<file path="src/rtl/mem_bus_arbiter_if.sv">
// Bundle of the two requester ports, the shared memory bus and the device return path.
// Latency: none, wiring only.
// Backpressure: carried by the req/gnt/done handshake and Device_Ready inside the bundle.
interface mem_bus_arbiter_if;
  // requester 0 (CPU)
  logic        m0_req;
  logic        m0_we;
  logic [31:0] m0_addr;
  logic [31:0] m0_wdata;
  // requester 1 (loader/DMA)
  logic        m1_req;
  logic        m1_we;
  logic [31:0] m1_addr;
  logic [31:0] m1_wdata;
  // requester-facing results
  logic [1:0]  gnt;
  logic [1:0]  done;
  logic [31:0] rdata;
  logic        err;
  // shared memory bus
  logic [31:0] MemBus_Address;
  logic [31:0] MemBus_Write_Data;
  logic        MemRead;
  logic        MemWrite;
  logic [31:0] Device_Read_Data;
  logic        Device_Ready;

  // arbiter side: it masters the memory bus and serves both requesters
  modport master (
    input  m0_req, m0_we, m0_addr, m0_wdata,
    input  m1_req, m1_we, m1_addr, m1_wdata,
    input  Device_Read_Data, Device_Ready,
    output gnt, done, rdata, err,
    output MemBus_Address, MemBus_Write_Data, MemRead, MemWrite
  );

  // environment side: requesters plus the addressed device
  modport slave (
    output m0_req, m0_we, m0_addr, m0_wdata,
    output m1_req, m1_we, m1_addr, m1_wdata,
    output Device_Read_Data, Device_Ready,
    input  gnt, done, rdata, err,
    input  MemBus_Address, MemBus_Write_Data, MemRead, MemWrite
  );
endinterface

</file>
<file path="src/rtl/mem_bus_arbiter.sv">
// Two-requester memory bus arbiter, round-robin on ties, one transaction in flight, device timeout abort.
// Latency: grant and strobes one edge after req; done/rdata one edge after Device_Ready (or timeout).
// Backpressure: requesters hold req until granted; the device stalls ACCESS by holding Device_Ready low.
module mem_bus_arbiter #(
  parameter int          TIMEOUT      = 15,
  parameter logic [31:0] RD_ERR_VALUE = 32'h0000_0000
) (
  input logic               clk,
  input logic               reset,
  mem_bus_arbiter_if.master io_bus
);

  localparam logic [1:0] S_IDLE     = 2'd0;
  localparam logic [1:0] S_ACCESS   = 2'd1;
  localparam logic [1:0] S_DONE     = 2'd2;
  localparam logic [7:0] LP_TIMEOUT = 8'(TIMEOUT);

  logic [1:0]  r_state;
  logic [1:0]  r_gnt;
  logic [1:0]  r_done;
  logic        r_err;
  logic [31:0] r_rdata;
  logic [31:0] r_addr;
  logic [31:0] r_wdata;
  logic        r_mem_read;
  logic        r_mem_write;
  logic [7:0]  r_cnt;
  logic        r_last_gnt;   // index of the requester granted most recently

  logic        w_any_req;
  logic        w_win;        // index of the requester that would win right now
  logic        w_we;
  logic [31:0] w_addr;
  logic [31:0] w_wdata;

  // Arbitrate: a lone requester wins, a tie goes to whoever was not granted last.
  always_comb begin
    w_any_req = io_bus.m0_req | io_bus.m1_req;
    if (io_bus.m0_req && io_bus.m1_req) begin
      w_win = ~r_last_gnt;
    end else begin
      w_win = io_bus.m1_req;
    end
    w_we    = w_win ? io_bus.m1_we    : io_bus.m0_we;
    w_addr  = w_win ? io_bus.m1_addr  : io_bus.m0_addr;
    w_wdata = w_win ? io_bus.m1_wdata : io_bus.m0_wdata;
  end

  // Transaction sequencer: latch the winner, wait for the device or the timeout, pulse done for one cycle.
  always_ff @(posedge clk) begin
    if (reset) begin
      r_state     <= S_IDLE;
      r_gnt       <= 2'b00;
      r_done      <= 2'b00;
      r_err       <= 1'b0;
      r_rdata     <= 32'h0;
      r_addr      <= 32'h0;
      r_wdata     <= 32'h0;
      r_mem_read  <= 1'b0;
      r_mem_write <= 1'b0;
      r_cnt       <= 8'd0;
      r_last_gnt  <= 1'b1;
    end else begin
      case (r_state)
        S_IDLE: begin
          if (w_any_req) begin
            r_state     <= S_ACCESS;
            r_gnt       <= w_win ? 2'b10 : 2'b01;
            r_last_gnt  <= w_win;
            r_addr      <= w_addr;
            r_wdata     <= w_wdata;
            r_mem_write <= w_we;
            r_mem_read  <= ~w_we;
            r_cnt       <= 8'd0;
          end
        end
        S_ACCESS: begin
          // Device_Ready wins over the timeout when both land on the same edge.
          if (io_bus.Device_Ready) begin
            r_state     <= S_DONE;
            r_done      <= r_gnt;
            r_err       <= 1'b0;
            if (r_mem_read) begin
              r_rdata <= io_bus.Device_Read_Data;
            end
            r_mem_read  <= 1'b0;
            r_mem_write <= 1'b0;
          end else if (r_cnt == LP_TIMEOUT) begin
            r_state     <= S_DONE;
            r_done      <= r_gnt;
            r_err       <= 1'b1;
            if (r_mem_read) begin
              r_rdata <= RD_ERR_VALUE;
            end
            r_mem_read  <= 1'b0;
            r_mem_write <= 1'b0;
          end else begin
            r_cnt <= r_cnt + 8'd1;
          end
        end
        S_DONE: begin
          r_state <= S_IDLE;
          r_gnt   <= 2'b00;
          r_done  <= 2'b00;
          r_err   <= 1'b0;
        end
        default: begin
          r_state     <= S_IDLE;
          r_gnt       <= 2'b00;
          r_done      <= 2'b00;
          r_err       <= 1'b0;
          r_mem_read  <= 1'b0;
          r_mem_write <= 1'b0;
        end
      endcase
    end
  end

  assign io_bus.gnt               = r_gnt;
  assign io_bus.done              = r_done;
  assign io_bus.err               = r_err;
  assign io_bus.rdata             = r_rdata;
  assign io_bus.MemBus_Address    = r_addr;
  assign io_bus.MemBus_Write_Data = r_wdata;
  assign io_bus.MemRead           = r_mem_read;
  assign io_bus.MemWrite          = r_mem_write;

endmodule

</file>
<file path="src/flat_wrapper.sv">
// flat-port wrapper written by rule: the top's interface ports become plain ports
module mem_bus_arbiter_flat 
#(
  parameter int          TIMEOUT      = 15,
  parameter logic [31:0] RD_ERR_VALUE = 32'h0000_0000
)
  (clk, reset, io_bus_m0_req, io_bus_m0_we, io_bus_m0_addr, io_bus_m0_wdata, io_bus_m1_req, io_bus_m1_we, io_bus_m1_addr, io_bus_m1_wdata, io_bus_Device_Read_Data, io_bus_Device_Ready, io_bus_gnt, io_bus_done, io_bus_rdata, io_bus_err, io_bus_MemBus_Address, io_bus_MemBus_Write_Data, io_bus_MemRead, io_bus_MemWrite);
  mem_bus_arbiter_if io_bus_i ();
  input logic clk;
  input logic reset;
  input wire logic [$bits(io_bus_i.m0_req)-1:0] io_bus_m0_req;
  input wire logic [$bits(io_bus_i.m0_we)-1:0] io_bus_m0_we;
  input wire logic [$bits(io_bus_i.m0_addr)-1:0] io_bus_m0_addr;
  input wire logic [$bits(io_bus_i.m0_wdata)-1:0] io_bus_m0_wdata;
  input wire logic [$bits(io_bus_i.m1_req)-1:0] io_bus_m1_req;
  input wire logic [$bits(io_bus_i.m1_we)-1:0] io_bus_m1_we;
  input wire logic [$bits(io_bus_i.m1_addr)-1:0] io_bus_m1_addr;
  input wire logic [$bits(io_bus_i.m1_wdata)-1:0] io_bus_m1_wdata;
  input wire logic [$bits(io_bus_i.Device_Read_Data)-1:0] io_bus_Device_Read_Data;
  input wire logic [$bits(io_bus_i.Device_Ready)-1:0] io_bus_Device_Ready;
  output wire logic [$bits(io_bus_i.gnt)-1:0] io_bus_gnt;
  output wire logic [$bits(io_bus_i.done)-1:0] io_bus_done;
  output wire logic [$bits(io_bus_i.rdata)-1:0] io_bus_rdata;
  output wire logic [$bits(io_bus_i.err)-1:0] io_bus_err;
  output wire logic [$bits(io_bus_i.MemBus_Address)-1:0] io_bus_MemBus_Address;
  output wire logic [$bits(io_bus_i.MemBus_Write_Data)-1:0] io_bus_MemBus_Write_Data;
  output wire logic [$bits(io_bus_i.MemRead)-1:0] io_bus_MemRead;
  output wire logic [$bits(io_bus_i.MemWrite)-1:0] io_bus_MemWrite;
  assign io_bus_i.m0_req = io_bus_m0_req;
  assign io_bus_i.m0_we = io_bus_m0_we;
  assign io_bus_i.m0_addr = io_bus_m0_addr;
  assign io_bus_i.m0_wdata = io_bus_m0_wdata;
  assign io_bus_i.m1_req = io_bus_m1_req;
  assign io_bus_i.m1_we = io_bus_m1_we;
  assign io_bus_i.m1_addr = io_bus_m1_addr;
  assign io_bus_i.m1_wdata = io_bus_m1_wdata;
  assign io_bus_i.Device_Read_Data = io_bus_Device_Read_Data;
  assign io_bus_i.Device_Ready = io_bus_Device_Ready;
  assign io_bus_gnt = io_bus_i.gnt;
  assign io_bus_done = io_bus_i.done;
  assign io_bus_rdata = io_bus_i.rdata;
  assign io_bus_err = io_bus_i.err;
  assign io_bus_MemBus_Address = io_bus_i.MemBus_Address;
  assign io_bus_MemBus_Write_Data = io_bus_i.MemBus_Write_Data;
  assign io_bus_MemRead = io_bus_i.MemRead;
  assign io_bus_MemWrite = io_bus_i.MemWrite;
  mem_bus_arbiter #(.TIMEOUT(TIMEOUT), .RD_ERR_VALUE(RD_ERR_VALUE)) u_core (.clk(clk), .reset(reset), .io_bus(io_bus_i));
endmodule
</file>
<file path="config.mk">
export PLATFORM = sky130hd
export DESIGN_NAME = mem_bus_arbiter_flat
export DESIGN_NICKNAME = d
export VERILOG_FILES = /design/src/rtl/mem_bus_arbiter_if.sv /design/src/rtl/mem_bus_arbiter.sv /design/src/flat_wrapper.sv
export SDC_FILE = /design/constraint.sdc
export NUM_CORES = 1
export LEC_CHECK = 0
export ABC_AREA = 0
export CAP_MARGIN = 5
export CORE_UTILIZATION = 33
export CTS_CLUSTER_SIZE = 12
export DETAILED_ROUTE_END_ITERATION = 8
export PLACE_DENSITY = 0.86
export SLEW_MARGIN = 20
export SYNTH_ARGS = -nofsm -noshare
export SYNTH_HDL_FRONTEND = slang
export SYNTH_SLANG_ARGS = --single-unit
export TNS_END_PERCENT = 20
</file>
<file path="constraint.sdc">
create_clock -name clk -period 1.8 [get_ports clk]
set_clock_uncertainty 0.2 [all_clocks]
set_input_delay 0.45 -clock clk [delete_from_list [all_inputs] [get_ports clk]]
set_output_delay 0.45 -clock clk [all_outputs]
set_load 0.03 [all_outputs]
</file>
Word level (Yosys, flattened, before mapping)
Index checks and enable logic that the tools add are counted.
- $add $sub $neg: 1
- equality and inequality tests: 7
- mux-type cells: 31
- bitwise operators: 6
- reduce and logical (&&, ||, !) cells: 11
- operator list (kind ; count):
    $mux W32 ; 6
    $mux W8 ; 3
    $pmux W8 S2 ; 1
    $mux W2 ; 7
    $pmux W2 S2 ; 3
    $add A8 B1 Y8 const B ; 1
    $eq A8 B4 Y1 const B ; 1
    $mux W1 ; 8
    $reduce_and A2 Y1 ; 4
    $pmux W1 S3 ; 2
    $reduce_and A3 Y1 ; 2
    $not A1 Y1 ; 5
    $ne A2 B2 Y1 const B ; 2
    $reduce_and A4 Y1 ; 1
    $reduce_bool A2 Y1 ; 2
    $ne A3 B2 Y1 const B ; 1
    $eq A2 B1 Y1 const B ; 1
    $eq A2 B2 Y1 const B ; 1
    $logic_not A2 Y1 ; 1
    $ne A2 B1 Y1 const B ; 1
    $pmux W1 S2 ; 1
    $logic_and A1 B1 Y1 ; 1
    $or A1 B1 Y1 ; 1
- register bits after elaboration: 114
- bits of input ports: 167
- word-level logic and storage cells: 67

Depth between registers and ports, before layout
Gate-level depths: netlist of the first run.
- depth in word-level cells: 6
- gate-level depth with buffers: 7

Least setup slack after synthesis of the first run
Ideal clock, no wire load.
- path type: flip-flop to flip-flop
- from: register u_core.r_cnt[0]
- to: register u_core.r_cnt[7]
- setup time: 0.074 ns
- arrival time: 1.610 ns
- slack: -0.085 ns
- stages on the path, launching flop included: 8
- path buffers: 2
- period minus slack after synthesis: 1.885 ns
- path through: dfxtp_1 -> ha_1 -> and3_1 -> clkbuf_1 -> a21o_1 -> buf_6 -> or3_1 -> a31oi_1
- word-level cells in the longest chain between the ends: 4
- elaborated cells on any way between the ends: 7
- classes of those cells: add/sub (1); eq/ne (2); mux (3); reduce/logical (1)
- ends and longest elaborated chain (what ; line ; text):
    start, declared ; mem_bus_arbiter.sv:27 ; logic [7:0] r_cnt;
    start signal, assigned ; mem_bus_arbiter.sv:98 ; r_cnt <= r_cnt + 8'd1;
    $add A8 B1 Y8 ; mem_bus_arbiter.sv:98 ;
    $mux W8 ; mem_bus_arbiter.sv:88 ; end else if (r_cnt == LP_TIMEOUT) begin
    $mux W8 ; mem_bus_arbiter.sv:79 ; if (io_bus.Device_Ready) begin
    $pmux W8 S2 ; mem_bus_arbiter.sv:64 ; case (r_state)
Parallel ways exist; a longest one is shown, timed or not. The select of a mux whose other input is x is not followed.
A chain may end at the register's enable or synchronous reset.

Worst setup path in the final report of the first run
- from: register u_core.r_addr[3] (netlist: u_core.io_bus.MemBus_Address[3])
- to: output io_bus_MemBus_Address[3]
- RTL lines (what ; line ; text):
    start, declared ; mem_bus_arbiter.sv:23 ; logic [31:0] r_addr;
    start signal, assigned ; mem_bus_arbiter.sv:70 ; r_addr <= w_addr;
    end, declared ; flat_wrapper.sv:25 ; output wire logic [$bits(io_bus_i.MemBus_Address)-1:0] io_bus_MemBus_Address;
No word-level cell between the ends.

==> key figures, run 1 <==
Status
  – Status: completed

Global route
  – Total track usage: 24.3%
  – First-pass GRT wire length: 24.6 mm
  – Largest net degree at the start of global routing: 52
  – Initial antenna violation count: 1
  – Vias in the first global route: 4,797
  – Remaining Overflow, GRT: 0

Yosys
  – Syn_nets: 632
  – Register bit total from synthesis: 114
  – Number of synthesized flops with an enable pin: 0
  – Yosys warnings: 0
  – Yosys cell types: 39
  – Syn Area/Cell: 9.17 µm²
  – Ys flop type: dfxtp_1
  – Cell count after synthesis: 464
  – Sequential-to-total area share from yosys stat: 53.6%
  – Synth Cell Area: 4260 µm²
  – Async SR Flop Fraction: 0%

Power
  – PwrDens: 1000 nW/µm²
  – Tot Pwr: 7.85 mW
  – Pleak: 3.14 nW
  – Max IR drop VDD: 0.000616 V

Drt
  – Wirelength per Cell: 18.6 µm
  – First-pass DRT Iterations: 9
  – Iter 0 DRT Violations: 605
  – Drt drc: 0
  – Vias: 5,049
  – Via/cell ratio: 5.45
  – Post-route ant nets: 0
  – Routed WL: 17.2 mm

Critical path
  – Delay-heaviest family, CP: buffers and inverters
  – Setup crit start kind: flip-flop
  – Worst path arrival time: 1.12 ns
  – Crit. End Element: output port
  – Crit path largest cell delay: 0.38 ns
  – Worst-path cell chain: clkdlybuf4s15_1
  – Critical-path maximum fanout: 2
  – Critical path buffers and inverters: 1
  – Req. time, crit path: 1.15 ns
  – Slowest stage cell, crit path: clkdlybuf4s15_1
  – Crit Path Class: reg -> out

Timing
  – Max Freq: 0.564 GHz
  – Slew @ Worst Pin: 0.400 ns
  – RSZ-0062 raised after global routing: yes
  – Final TNS setup: 0 ns
  – Max Slew Vio Count: 0
  – # setup viols final: 0
  – Slew HR: 73.4%
  – Tcrit/Tclk final: 98.5%
  – Hold Fails Final Rpt: 0
  – Min cycle time layout: 1.77 ns

CTS
  – Worst-path clk slew: 0.05 ns
  – Htree depth: 4
  – Total CTS buffers: 17
  – Clock Latency Late Sink: 0.41 ns
  – CTS sink count: 114
  – Cell chosen for the clock root: clkbuf_16
  – Max Root-Sink Buffers: 2
  – CTS tree: done
  – # hold bufs at CTS: 0

Floorplan
  – Core area: 12,600 µm²
  – Die width: 116 µm
  – Std cell rows: 41
  – Die height: 116 µm
  – Starting Density: 33.7%
  – I/O Pins: 270
  – Die area: 13,400 µm²

Finish
  – Layout Nets: 909
  – Layout area overhead: 84.5%
  – Most frequent cells in the layout: clkdlybuf4s50_1, dfxtp_1, nor2_1
  – Layout cells sized above 1: 22.3%
  – Leading cell type in the layout, fill and taps excluded: clkdlybuf4s50_1

Placement
  – PortBufs: 269
  – Post-DP HPWL: 11.6 mm
  – GPL Wtd Cong: 0.891

Worst hold path
  – Hold crit path type: in -> reg

Job
  – # Max-Cap Violations: 0
-- per-stage QoR --
stage	util (%)	hold WS (ns)	std cells	setup WS (ns)	instance area [µm²]
finish	62.2	0.205	927	0.0265	7850
floorplan	-	0.245	464	-0.0304	4260
detailed placement	58.1	0.268	888	-0.512	7330
global route	62.2	0.221	927	-0.0356	7850
global placement	58.1	0.259	888	-0.416	7330
CTS	63.0	0.191	920	-0.0884	7950
-- worst paths after layout --
kind / start / endpoint / slack, ns / depth (start not counted)
max: u_core.io_bus.MemBus_Address[3] / io_bus_MemBus_Address[3] / 0.03 / 1
max reg2reg: u_core.r_cnt[0] / u_core.io_bus.rdata[0] / 0.05 / 6
min: reset / u_core.io_bus.gnt[1] / 0.20 / 2
min reg2reg: u_core.r_cnt[0] / u_core.r_cnt[0] / 0.27 / 1
-- layer usage --
layer / vias up / wire, µm / track usage (%)
met1: 2395 / 6500 / 26.9
li1: 2322 / - / -
met4: 0 / 625 / 15.0
met5: - / 0 / 0
met3: 47 / 1540 / 9.00
met2: 285 / 8580 / 39.8
-- logic make-up (layout without fill, tap and decap cells) --
family | Yosys count | after routing | share of synthesized area, %
AO/OA/AOI/OAI | 165 | 165 | 27.6
other | 0 | 1 | 0
adder cells (fa/ha/maj) | 1 | 1 | 0.294
buffers and inverters | 51 | 341 | 4.73
AND/OR/NAND/NOR | 132 | 132 | 13.5
multiplexers | 1 | 1 | 0.265
flip-flops | 114 | 114 | 53.6
-- state kept, by name, summed over array words and instances, names as in the netlist --
signal / count
u_core.r_last_gnt: 1
u_core.r_state: 2
u_core.io_bus.gnt: 2
u_core.io_bus.rdata: 32
u_core.r_cnt: 8
u_core.io_bus.done: 2
u_core.io_bus.MemWrite: 1
u_core.io_bus.MemBus_Address: 32
u_core.io_bus.err: 1
u_core.io_bus.MemRead: 1
u_core.io_bus.MemBus_Write_Data: 32
-- where the power goes --
part | internal (mW) | leakage [nW] | switching [mW]
Clock | 2.31 | 0.295 | 1.14
Combinational | 0.767 | 1.91 | 0.838
Sequential | 2.69 | 0.933 | 0.103
Total | 5.77 | 3.14 | 2.08
-- cell usage after synthesis, types with 2 or more instances --
cell | n | share of area [%]
dfxtp_1 | 114 | 54
nor2_1 | 69 | 6.1
a222oi_1 | 64 | 15
a21oi_1 | 51 | 6.0
clkbuf_1 | 36 | 3.2
nand2_1 | 36 | 3.2
o21ai_0 | 34 | 4.0
buf_1 | 8 | 0.71
nand3_1 | 5 | 0.59
o21ai_1 | 5 | 0.59
and3_1 | 4 | 0.59
inv_1 | 4 | 0.35
a31oi_1 | 3 | 0.44
a22o_1 | 2 | 0.41
buf_2 | 2 | 0.24
nand4_1 | 2 | 0.29
nor3_1 | 2 | 0.24
or2_2 | 2 | 0.29
-- area by class of cell --
cell class                      instances  area, µm²
Multi-Input combinational cell        299       1830
Sequential cell                       114       2290
Timing Repair Buffer                  305       2890
Fill cell                            1049       4770
Clock inverter                          9        128
Tap cell                              172        215
Clock buffer                           23        488
Antenna cell                            1       2.50
Inverter                                4       15.0
-- timing repair --
item,CTS,global route
endpoints found under the hold margin,0,0
cloned,0,4
setup buffers,0,2
setup endpoints to repair,117,170
pin swaps,0,10
gates resized for setup,192,102
(Power assumes the default switching activity.)
==> run 2: changes to the inputs <==
==> constraint.sdc (replaced) <==
create_clock -name clk -period 1.6 [get_ports clk]
set_clock_uncertainty 0.2 [all_clocks]
set_input_delay 0.4 -clock clk [delete_from_list [all_inputs] [get_ports clk]]
set_output_delay 0.4 -clock clk [all_outputs]
set_load 0.03 [all_outputs]
==> key figures, run 2 (same netlist as run 1, synthesis figures left out) <==
Global route
  – Remaining Overflow, GRT: 0
  – Initial antenna violation count: 0
  – First-pass GRT wire length: 24.1 mm
  – Vias in the first global route: 4,858
  – Total track usage: 23.8%
  – Largest net degree at the start of global routing: 59

Drt
  – Routed WL: 17.4 mm
  – Iter 0 DRT Violations: 596
  – First-pass DRT Iterations: 9
  – Post-route ant nets: 0
  – Drt drc: 9
  – Wirelength per Cell: 18.7 µm
  – Vias: 5,128
  – Via/cell ratio: 5.50

Finish
  – Leading cell type in the layout, fill and taps excluded: clkdlybuf4s50_1
  – Layout cells sized above 1: 29.1%
  – # fillers: 1,022
  – Layout Nets: 916
  – Layout area overhead: 89.9%
  – Ant. Diodes: 0
  – Final Util: 64.1%
  – Most frequent cells in the layout: clkdlybuf4s50_1, dfxtp_1, buf_4

Timing
  – Slew HR: 75.0%
  – Min cycle time layout: 1.73 ns
  – Max Freq: 0.577 GHz
  – # setup viols final: 67
  – RSZ-0062 raised after global routing: yes
  – Max Slew Vio Count: 0
  – Final TNS setup: -1.90 ns
  – Tcrit/Tclk final: 108%
  – Final worst slack: -0.133 ns
  – Slew @ Worst Pin: 0.374 ns
  – Hold Fails Final Rpt: 0

Power
  – Max IR drop VDD: 0.000728 V
  – Clock Power Share: 42.3%
  – P_int: 6.56 mW
  – Comb power frac: 22.3%
  – Sequential Power Share: 35.4%
  – Tot Pwr: 8.88 mW
  – PwrDens: 1100 nW/µm²
  – Switching share of power: 26.2%
  – Pleak: 3.29 nW
  – Switching power: 2.33 mW

Critical path
  – Crit Path Class: reg -> reg
  – Reg-to-reg slack, setup: -0.13 ns
  – Worst r2r dst: u_core.r_cnt[7]
  – R2r startpoint: u_core.r_state[0]
  – Setup crit end: u_core.r_cnt[7]
  – Crit. Startpoint: u_core.r_state[0]
  – Critical-path maximum fanout: 7
  – Crit. End Element: flip-flop
  – Worst path arrival time: 1.86 ns
  – Setup crit start kind: flip-flop
  – Worst Reg-to-Reg Cells: 4
  – Req. time, crit path: 1.72 ns

CTS
  – Cell chosen for the clock root: clkbuf_16
  – CTS tree: done
  – Max Root-Sink Buffers: 2
  – CTS sink count: 114
  – Htree depth: 4
  – Worst-path clk slew: 0.05 ns
  – Total CTS buffers: 17
  – # hold bufs at CTS: 0
  – Clock Latency Late Sink: 0.41 ns

Floorplan
  – Std cell rows: 41
  – Die area: 13,400 µm²
  – Core area: 12,600 µm²
  – Die height: 116 µm
  – I/O Pins: 270
  – Starting Density: 33.7%
  – Die width: 116 µm

Worst hold path
  – Hold crit path type: in -> reg
  – Worst Hold Launch: reset

Job
  – # Max-Cap Violations: 0

Status
  – Failing checks: design-rule violations, negative setup slack
  – Status: complete, but fails checks

Placement
  – Dpl ws: -0.683 ns
  – Post-DP HPWL: 11.2 mm
  – PortBufs: 269
  – GPL Wtd Cong: 0.878
==> run 2: cell types whose count changed in the layout (fill, tap and decap cells not counted), sizes merged <==
cell and delta:
clkbuf -53, clkinvlp -3, clkinv -1, bufinv -1, dlymetal6s2s -3, bufbuf +1, dlygate4sd2 +1, clkdlybuf4s15 -37
buf +102, diode -1
==> run 2: critical path, stage by stage, from the launching register on <==
cell and delay [ns]:
dfxtp_2 0.36, or3b_4 0.40, a21o_4 0.22, or3_1 0.32
a31oi_1 0.15
==> run 2: worst min-delay path by stage <==
stage | endpoint | cells past startpoint
final | u_core.io_bus.gnt[1] | 2
after floorplan | u_core.r_cnt[0] | 1
after global routing | u_core.r_cnt[1] | 2
after global placement | u_core.r_last_gnt | 1
after detailed placement | u_core.io_bus.rdata[16] | 2
after CTS | u_core.io_bus.gnt[1] | 2
==> run 2: power groups by stage <==
| stage | combinational [mW] | clock [mW] | sequential (mW) |
|---|---|---|---|
| after floorplan | 0.519 | 0 | 3.50 |
| after global placement | 1.73 | 0 | 3.18 |
| after detailed placement | 1.77 | 0 | 3.18 |
| after CTS | 1.87 | 3.81 | 3.14 |
| after global routing | 2.08 | 3.94 | 3.16 |
| final | 1.98 | 3.75 | 3.14 |
==> run 2: timing repair <==
item                                    4_1_cts  5_1_grt
cloned                                        4        6
endpoints found under the setup margin      110      109
pin swaps                                    30       63
resized for setup                           179       54
setup buffers                                 1        2
==> run 2: area by class of cell <==
type | count | area (µm²) | share of cell area (%)
flip-flops and latches | 114 | 2290 | 28.3
clock buffers | 27 | 523 | 6.47
multi-input cells | 299 | 1940 | 24.0
repair buffers | 312 | 3030 | 37.5
inverters | 4 | 15.0 | 0.186
clock inverters | 4 | 70.1 | 0.867
well taps | 172 | 215 | 2.66
==> run 2: through the flow <==
step                      cells  cell area [µm²]  hold slack [ns]
after detailed placement    888             7220            0.267
after CTS                   924             7830            0.135
final                       932             8090            0.158
after floorplan             464             4310            0.229
after global placement      888             7220            0.258
after global routing        932             8090            0.170
==> run 2: metal layers <==
| layer | GRT usage, % | vias to the layer above | part of all wire [%] |
|---|---|---|---|
| met4 | 12.8 | 0 | 2.7 |
| met3 | 7.17 | 39 | 8.7 |
| li1 | - | 2348 | - |
| met2 | 41.9 | 297 | 53 |
| met5 | 0 | - | 0 |
| met1 | 25.5 | 2444 | 36 |
==> run 3: changes to the inputs <==
--- a/config.mk
+++ b/config.mk
@@ -7,10 +7,12 @@
 export LEC_CHECK = 0
 export ABC_AREA = 0
 export CAP_MARGIN = 5
+export CORE_MARGIN = 10
 export CORE_UTILIZATION = 33
 export CTS_CLUSTER_SIZE = 12
 export DETAILED_ROUTE_END_ITERATION = 8
 export PLACE_DENSITY = 0.86
+export SKIP_LAST_GASP = 1
 export SLEW_MARGIN = 20
 export SYNTH_ARGS = -nofsm -noshare
 export SYNTH_HDL_FRONTEND = slang
==> key figures, run 3 (same netlist as run 1, synthesis figures left out) <==
Drt
  – Wirelength per Cell: 20.7 µm
  – Post-route ant nets: 0
  – Vias: 5,000
  – Iter 0 DRT Violations: 600
  – Routed WL: 19.2 mm
  – Via/cell ratio: 5.39
  – First-pass DRT Iterations: 9
  – Drt drc: 0

Finish
  – Cell Count, Final, Fillers Out: 928
  – Design Area, Final: 8010 µm²
  – Most frequent cells in the layout: clkdlybuf4s50_1, buf_4, dfxtp_1
  – Leading cell type in the layout, fill and taps excluded: clkdlybuf4s50_1
  – Layout Nets: 911
  – Layout area overhead: 88.2%
  – Layout cells sized above 1: 26.5%

Floorplan
  – Std cell rows: 41
  – Die height: 134 µm
  – Die area: 17,800 µm²
  – Core area: 12,600 µm²
  – Die width: 134 µm
  – I/O Pins: 270
  – Starting Density: 33.7%

Placement
  – Dpl cell area: 7250 µm²
  – PortBufs: 269
  – Post-DP HPWL: 13.5 mm
  – GPL Wtd Cong: 0.842
  – Placed cells: 888

Timing
  – Slew HR: 77.0%
  – Max Slew Vio Count: 0
  – RSZ-0062 raised after global routing: yes
  – Slew @ Worst Pin: 0.345 ns
  – # setup viols final: 43
  – Final worst slack: -0.149 ns
  – Hold Fails Final Rpt: 0
  – Min cycle time layout: 1.75 ns
  – Max Freq: 0.572 GHz
  – Tcrit/Tclk final: 109%
  – Final TNS setup: -1.39 ns

Global route
  – Initial antenna violation count: 1
  – Total track usage: 19.7%
  – Vias in the first global route: 5,316
  – First-pass GRT wire length: 28.5 mm
  – Remaining Overflow, GRT: 0
  – Largest net degree at the start of global routing: 58

Power
  – Tot Pwr: 8.70 mW
  – Max IR drop VDD: 0.000668 V
  – PwrDens: 1090 nW/µm²
  – Pleak: 3.23 nW

Critical path
  – Worst path arrival time: 1.83 ns
  – Critical-path maximum fanout: 4
  – Crit. End Element: flip-flop
  – Req. time, crit path: 1.68 ns
  – Worst r2r dst: u_core.r_cnt[2]
  – Crit Path Class: reg -> reg
  – R2r startpoint: u_core.r_state[0]
  – Worst Reg-to-Reg Cells: 5
  – Reg-to-reg slack, setup: -0.15 ns
  – Setup crit start kind: flip-flop

CTS
  – Max Root-Sink Buffers: 2
  – # hold bufs at CTS: 0
  – CTS sink count: 114
  – Cell chosen for the clock root: clkbuf_16
  – CTS tree: done
  – Total CTS buffers: 17
  – Htree depth: 4
  – Worst-path clk slew: 0.05 ns
  – Clock Latency Late Sink: 0.41 ns

Worst hold path
  – Hold crit path type: in -> reg
  – Worst Hold Launch: reset
  – WHS Path Cells: 2
  – Hold Crit Endpoint: u_core.io_bus.gnt[0]

Job
  – # Max-Cap Violations: 0

Status
  – Status: complete, but fails checks
  – Failing checks: negative setup slack
## run 3: layout make-up
type                    count  area, µm²
inverters                   4       15.0
fillers                  1009       4610
repair buffers            307       3040
flip-flops and latches    114       2290
clock inverters            11        113
clock buffers              20        457
multi-input cells         299       1880
diodes                      1       2.50
well taps                 172        215
## run 3: how the worst max path moves through the flow
stage,from,end,slack [ns],cells after the start
floorplan,io_bus_Device_Ready,u_core.r_cnt[7],-0.16,5
global placement,io_bus_Device_Ready,u_core.r_cnt[7],-0.58,5
detailed placement,io_bus_m1_req,u_core.io_bus.MemRead,-0.62,5
CTS,u_core.r_state[0],u_core.r_cnt[7],-0.13,4
global route,u_core.r_state[0],u_core.r_cnt[7],-0.20,4
finish,u_core.r_state[0],u_core.r_cnt[2],-0.15,5
## run 3: metrics by stage
step                      worst slack, ns  hold slack (ns)  util, %
after floorplan                    -0.163            0.229        -
after global routing               -0.199            0.151     63.5
final                              -0.149            0.159     63.5
after global placement             -0.583            0.261     57.4
after detailed placement           -0.623            0.269     57.4
after CTS                          -0.130            0.134     62.4
## run 3: per-layer routing
layer	track usage (%)	routed length (µm)	vias up
li1	-	-	2319
met1	19.6	6970	2348
met2	35.0	9690	298
met3	9.77	2180	35
met4	6.83	349	0
met5	0	0	-
## run 3: power by group
| part | switching [mW] | internal (mW) |
|---|---|---|
| Sequential | 0.123 | 3.02 |
| Combinational | 0.958 | 0.966 |
| Clock | 1.29 | 2.34 |
| Total | 2.37 | 6.33 |
## run 3: timing repair
action                                  4_1_cts  5_1_grt
endpoints found under the setup margin      110      112
pin swaps                                     6        7
gates cloned                                  1        2
resized for setup                            13       29
buffers inserted                              2        3
## run 3: critical path: stages (launching register included)
cell      delay [ns]
dfxtp_4         0.37
or3b_4          0.39
a21o_1          0.21
buf_4           0.16
o211ai_1        0.19
a21oi_1         0.10
